[config.mk]
export PLATFORM = sky130hd
export DESIGN_NAME = spi_slave_trx
export DESIGN_NICKNAME = d
export VERILOG_FILES = /design/src/rtl/spi_slave_trx.sv
export SDC_FILE = /design/constraint.sdc
export NUM_CORES = 1
export LEC_CHECK = 0
export CAP_MARGIN = 20
export CORE_ASPECT_RATIO = 0.8
export CORE_UTILIZATION = 40
export CTS_CLUSTER_DIAMETER = 50
export DETAILED_ROUTE_END_ITERATION = 8
export PLACE_DENSITY = 0.64
export SLEW_MARGIN = 20
export SYNTH_ARGS = -nofsm -noshare
export SYNTH_HDL_FRONTEND = slang
export SYNTH_SLANG_ARGS = --single-unit
[constraint.sdc]
create_clock -name clk -period 2.4 [get_ports clk]
set_clock_uncertainty 0.1 [all_clocks]
set_input_delay 0.36 -clock clk [delete_from_list [all_inputs] [get_ports clk]]
set_output_delay 0.36 -clock clk [all_outputs]
set_load 0.02 [all_outputs]
[src/rtl/spi_slave_trx.sv]
// SPI slave (mode 0, MSB first), every SPI pin oversampled in the clk domain.
// Define SPI_SLAVE_CS_EN to enable chip-select framing and the MISO output enable.
module spi_slave_trx #(
   parameter int SYNC_STAGES = 2
) (
   input  logic       clk,
   input  logic       rst,
   input  logic       spi_sck_i,
   input  logic       spi_mosi_i,
   input  logic       spi_cs_n_i,
   output logic       spi_miso_o,
   output logic       spi_miso_oe_o,
   output logic [7:0] rdata,
   output logic       rvalid,
   input  logic       rready,
   output logic       overrun,
   input  logic [7:0] wdata,
   input  logic       wvalid,
   output logic       wready
);

   logic [SYNC_STAGES-1:0] sck_sync_q, sck_sync_d;
   logic [SYNC_STAGES-1:0] mosi_sync_q, mosi_sync_d;
   logic       sck_hist_q, sck_hist_d;
   logic [2:0] bit_cnt_q, bit_cnt_d;
   logic [7:0] rx_shift_q, rx_shift_d;
   logic [7:0] tx_shift_q, tx_shift_d;
   logic [7:0] rdata_q, rdata_d;
   logic [7:0] hold_q, hold_d;
   logic       rvalid_q, rvalid_d;
   logic       overrun_q, overrun_d;
   logic       hold_full_q, hold_full_d;

   logic sck_s, mosi_s, active_s, cs_fall_s;
   logic sck_rise_s, sck_fall_s, complete_s, load_s, preload_s;

   assign sck_s  = sck_sync_q[SYNC_STAGES-1];
   assign mosi_s = mosi_sync_q[SYNC_STAGES-1];

`ifdef SPI_SLAVE_CS_EN
   logic [SYNC_STAGES-1:0] cs_sync_q, cs_sync_d;
   logic cs_hist_q, cs_hist_d;
   logic oe_q, oe_d;
   logic cs_s;

   assign cs_s      = cs_sync_q[SYNC_STAGES-1];
   assign active_s  = ~cs_s;
   assign cs_fall_s = ~cs_s & cs_hist_q;

   // chip-select synchronizer, history and output-enable next state
   always_comb begin
      cs_sync_d = {cs_sync_q[SYNC_STAGES-2:0], spi_cs_n_i};
      cs_hist_d = cs_s;
      oe_d      = ~cs_s;
   end

   // chip-select registers; reset to deselected so no false falling edge appears
   always_ff @(posedge clk or posedge rst) begin
      if (rst) begin
         cs_sync_q <= {SYNC_STAGES{1'b1}};
         cs_hist_q <= 1'b1;
         oe_q      <= 1'b0;
      end else begin
         cs_sync_q <= cs_sync_d;
         cs_hist_q <= cs_hist_d;
         oe_q      <= oe_d;
      end
   end

   assign spi_miso_oe_o = oe_q;
`else
   logic unused_cs_s;

   assign unused_cs_s   = spi_cs_n_i;
   assign active_s      = 1'b1;
   assign cs_fall_s     = 1'b0;
   assign spi_miso_oe_o = 1'b1;
`endif

   // edge detection, shift/count datapath, holding register and user handshake
   always_comb begin
      sck_sync_d  = {sck_sync_q[SYNC_STAGES-2:0], spi_sck_i};
      mosi_sync_d = {mosi_sync_q[SYNC_STAGES-2:0], spi_mosi_i};
      sck_hist_d  = sck_s;
      bit_cnt_d   = bit_cnt_q;
      rx_shift_d  = rx_shift_q;
      tx_shift_d  = tx_shift_q;
      rdata_d     = rdata_q;
      hold_d      = hold_q;
      hold_full_d = hold_full_q;
      rvalid_d    = rvalid_q;
      overrun_d   = 1'b0;

      sck_rise_s = active_s & sck_s & ~sck_hist_q;
      sck_fall_s = active_s & ~sck_s & sck_hist_q;
      complete_s = sck_rise_s & (bit_cnt_q == 3'd7);
      load_s     = complete_s | cs_fall_s;
      // a cs falling edge does its own load, so idle preload waits for it
      preload_s  = hold_full_q & active_s & ~cs_fall_s & ~sck_rise_s & (bit_cnt_q == 3'd0);

      if (!active_s) begin
         bit_cnt_d  = 3'd0;
         rx_shift_d = 8'h00;
      end else if (sck_rise_s) begin
         bit_cnt_d  = bit_cnt_q + 3'd1;
         rx_shift_d = {rx_shift_q[6:0], mosi_s};
      end else begin
         bit_cnt_d  = bit_cnt_q;
         rx_shift_d = rx_shift_q;
      end

      // the fall right after a load keeps bit 7 on the pin for the next sample
      if (load_s) begin
         tx_shift_d = hold_full_q ? hold_q : 8'h00;
      end else if (preload_s) begin
         tx_shift_d = hold_q;
      end else if (sck_fall_s && (bit_cnt_q != 3'd0)) begin
         tx_shift_d = {tx_shift_q[6:0], 1'b0};
      end else begin
         tx_shift_d = tx_shift_q;
      end

      if ((load_s || preload_s) && hold_full_q) begin
         hold_full_d = 1'b0;
      end else if (wvalid && !hold_full_q) begin
         hold_full_d = 1'b1;
         hold_d      = wdata;
      end else begin
         hold_full_d = hold_full_q;
      end

      if (complete_s) begin
         rdata_d   = {rx_shift_q[6:0], mosi_s};
         rvalid_d  = 1'b1;
         overrun_d = rvalid_q & ~rready;
      end else if (rvalid_q && rready) begin
         rvalid_d = 1'b0;
      end else begin
         rvalid_d = rvalid_q;
      end
   end

   // state registers
   always_ff @(posedge clk or posedge rst) begin
      if (rst) begin
         sck_sync_q  <= {SYNC_STAGES{1'b0}};
         mosi_sync_q <= {SYNC_STAGES{1'b0}};
         sck_hist_q  <= 1'b0;
         bit_cnt_q   <= 3'd0;
         rx_shift_q  <= 8'h00;
         tx_shift_q  <= 8'h00;
         rdata_q     <= 8'h00;
         hold_q      <= 8'h00;
         hold_full_q <= 1'b0;
         rvalid_q    <= 1'b0;
         overrun_q   <= 1'b0;
      end else begin
         sck_sync_q  <= sck_sync_d;
         mosi_sync_q <= mosi_sync_d;
         sck_hist_q  <= sck_hist_d;
         bit_cnt_q   <= bit_cnt_d;
         rx_shift_q  <= rx_shift_d;
         tx_shift_q  <= tx_shift_d;
         rdata_q     <= rdata_d;
         hold_q      <= hold_d;
         hold_full_q <= hold_full_d;
         rvalid_q    <= rvalid_d;
         overrun_q   <= overrun_d;
      end
   end

   assign spi_miso_o = tx_shift_q[7];
   assign rdata      = rdata_q;
   assign rvalid     = rvalid_q;
   assign overrun    = overrun_q;
   assign wready     = ~hold_full_q;

endmodule

==> out/qor.yml <==
routing:
  drc: 0
  wl_per_cell_um: 13.59
  avgViaCountPerCell: 4.765
  routed_wl_um: 2949
  drtIter0Drc: 47
  ant_nets: 0
  firstDrtPassIters: 4
  vias: 1034
power_and_ir_drop:
  total_power_uw: 2560
  power_leakage_uw: 0.0009873
  peakVddDrop_mv: 0.5206
  powerDensity_nw_per_um2: 1180
floorplanning:
  die_area_um2: 4685
  num_rows: 21
  core_area_um2: 4204
  die_w_um: 76.28
  start_util: 0.4199
  die_h_um: 61.42
  ios: 28
clocking:
  cts_root_buffer: "clkbuf_8"
  cts_tree: "built"
  cts_setup_buffers: 0
  clkTransAtPathRegs_ps: 90
  clk_latency_ps: 290
  cts_num_sinks: 42
  clock_path_buffers: 2
  cts-resized-gates: 0
  cts_hold_buf: 0
  numCtsBuffers: 5
  htree_levels: 2
timing:
  slew_headroom: 0.5965
  period_needed_ps: 2073
  drv_slew: 0
  finalSetupTns_ps: 0
  rsz0062_at_grt: "false"
  fmax_mhz: 482.3
  hold_viol: 0
  setup_violations: 0
  post-route-period-util: 0.8639
  timing.hold.ws_ps: 248.2
  max_slew.worst_pin.slew_ps: 588.4
setup_path:
  slowest_stage: "a211o_1"
  crit_required_ps: 2470
  crit_fanout: 8
  cp-start-kind: "flip-flop"
  slowest_delay_ps: 420
  cp.arrival_ps: 2150
  crit_type: "reg2reg"
  worstSetupEndpointType: "flip-flop"
  path_cells: "inv_1, ha_1, nor2b_1, nor3b_4, a211o_1, mux2_4"
outcome:
  status: "finished clean"
placed_design:
  portBuffers: 25
  gp_congestion: 0.7036
  placed_area_um2: 2083
  hpwl_um: 2013
logic_synthesis:
  syn_nets: 146
  synth_area_leaders: "dfrtp_1, mux2_2, mux2_4"
  ys_ff_latch: 42
  yosysTopAreaCell: "dfrtp_1"
  synthArstFlopShare: 1.000
  synth_area_per_cell_um2: 13.79
  yosysSeqAreaShare: 0.5953
  synth_edf_count: 0
  ys.warnings.count: 0
  synth_area_um2: 1765
  synth_cells: 128
  synth_top_area_frac: 0.5953
  yosysUniqueCellTypes: 26
  synth_flop_cell: "dfrtp_1"
layout:
  fillers: 386
  final_common_cell: "dfrtp_1"
  final_util: 0.5161
  layout_common_cells: "dfrtp_1, clkdlybuf4s50_1, mux2_2"
  final_nets: 177
  n_antenna_cell: 0
  design_area_um2: 2170
  drive_gt1_frac: 0.2938
  syn_to_final_growth_pct: 22.89
global_route:
  grt_max_degree: 43
  grt_util_all_layers: 0.1445
  grt_pass1_wl_um: 5064
  antenna_found_initial: 0
  gr-total-overflow: 0
  grt_pass1_vias: 1089
run:
  maxCapViolCount: 0
worst_hold_path:
  hp-class: "reg2reg"
[critical path: cells and delay by family, from the launching register on]
kind	cells	cell delay (ps)
AND/OR/NAND/NOR	2	460
AO/OA/AOI/OAI	1	420
flip-flops	1	390
multiplexers	1	340
adder cells (fa/ha/maj)	1	140
buffers and inverters	1	90
[cell usage after synthesis, types with 2 or more instances]
library cell	number
dfrtp_1	42
mux2_2	24
nand2_1	16
o22ai_1	8
mux2_4	7
inv_1	4
buf_2	3
ha_1	3
buf_6	2
nor2b_1	2
o21ai_0	2
[metrics by stage]
step                      setup WS, ps  std cells
after detailed placement         342.7        209
after global placement           424.8        209
after global routing             187.0        217
final                            326.6        217
after floorplan                  513.5        128
after CTS                        323.0        217
[power breakdown]
group / leakage (uW) / internal [uW] / total [uW] / switching (uW)
Sequential: 0.000519 / 976 / 1120 / 145
Combinational: 0.000423 / 559 / 994 / 435
Clock: 0.0000452 / 205 / 445 / 239
[kinds of logic (layout without fill, tap and decap cells)]
| group | after synthesis | count (layout) | share of synthesized area |
|---|---|---|---|
| AND/OR/NAND/NOR | 24 | 24 | 0.07371 |
| adder cells (fa/ha/maj) | 3 | 3 | 0.02126 |
| other | 1 | 1 | 0.002124 |
| AO/OA/AOI/OAI | 13 | 13 | 0.04607 |
| buffers and inverters | 12 | 44 | 0.03826 |
| XOR/XNOR | 1 | 1 | 0.004962 |
| flip-flops | 42 | 42 | 0.5953 |
| multiplexers | 32 | 32 | 0.2183 |
[area by class of cell]
cell class                      count  area [um2]  share of cell area
Clock buffer                        6       72.57             0.03345
Clock inverter                      2       13.76            0.006344
Inverter                            5       18.77            0.008651
Multi-Input combinational cell     74       646.9              0.2982
Sequential cell                    42        1051              0.4844
Tap cell                           57       71.32             0.03287
Timing Repair Buffer               31       295.3              0.1361
[routing by layer]
metal,track usage,vias to the layer above,share of wire
met5,0,-,0
met4,0.05769,0,0.0061
met3,0.03704,2,0.031
met2,0.2407,14,0.46
met1,0.1864,524,0.50
li1,-,494,-
[state kept, by name (all words and copies together) (netlist names)]
signal / flops
rvalid: 1
bit_cnt_q: 3
rx_shift_q: 7
hold_full_q: 1
overrun: 1
mosi_sync_q: 2
sck_hist_q: 1
rdata: 8
sck_sync_q: 2
hold_q: 8
tx_shift_q: 8
[worst paths after layout]
| path | start | endpoint | slack [ps] | cells past startpoint |
|---|---|---|---|---|
| max in group asynchronous | rst | sck_sync_q[1] | 1430 | 3 |
| max reg2reg | bit_cnt_q[0] | tx_shift_q[5] | 330 | 6 |
| min in group asynchronous | rst | hold_q[2] | 390 | 3 |
| min | mosi_sync_q[0] | mosi_sync_q[1] | 250 | 0 |
| max | bit_cnt_q[0] | tx_shift_q[5] | 330 | 6 |
| min reg2reg | mosi_sync_q[0] | mosi_sync_q[1] | 250 | 0 |
Note: power is estimated with default switching activity, not from simulation.
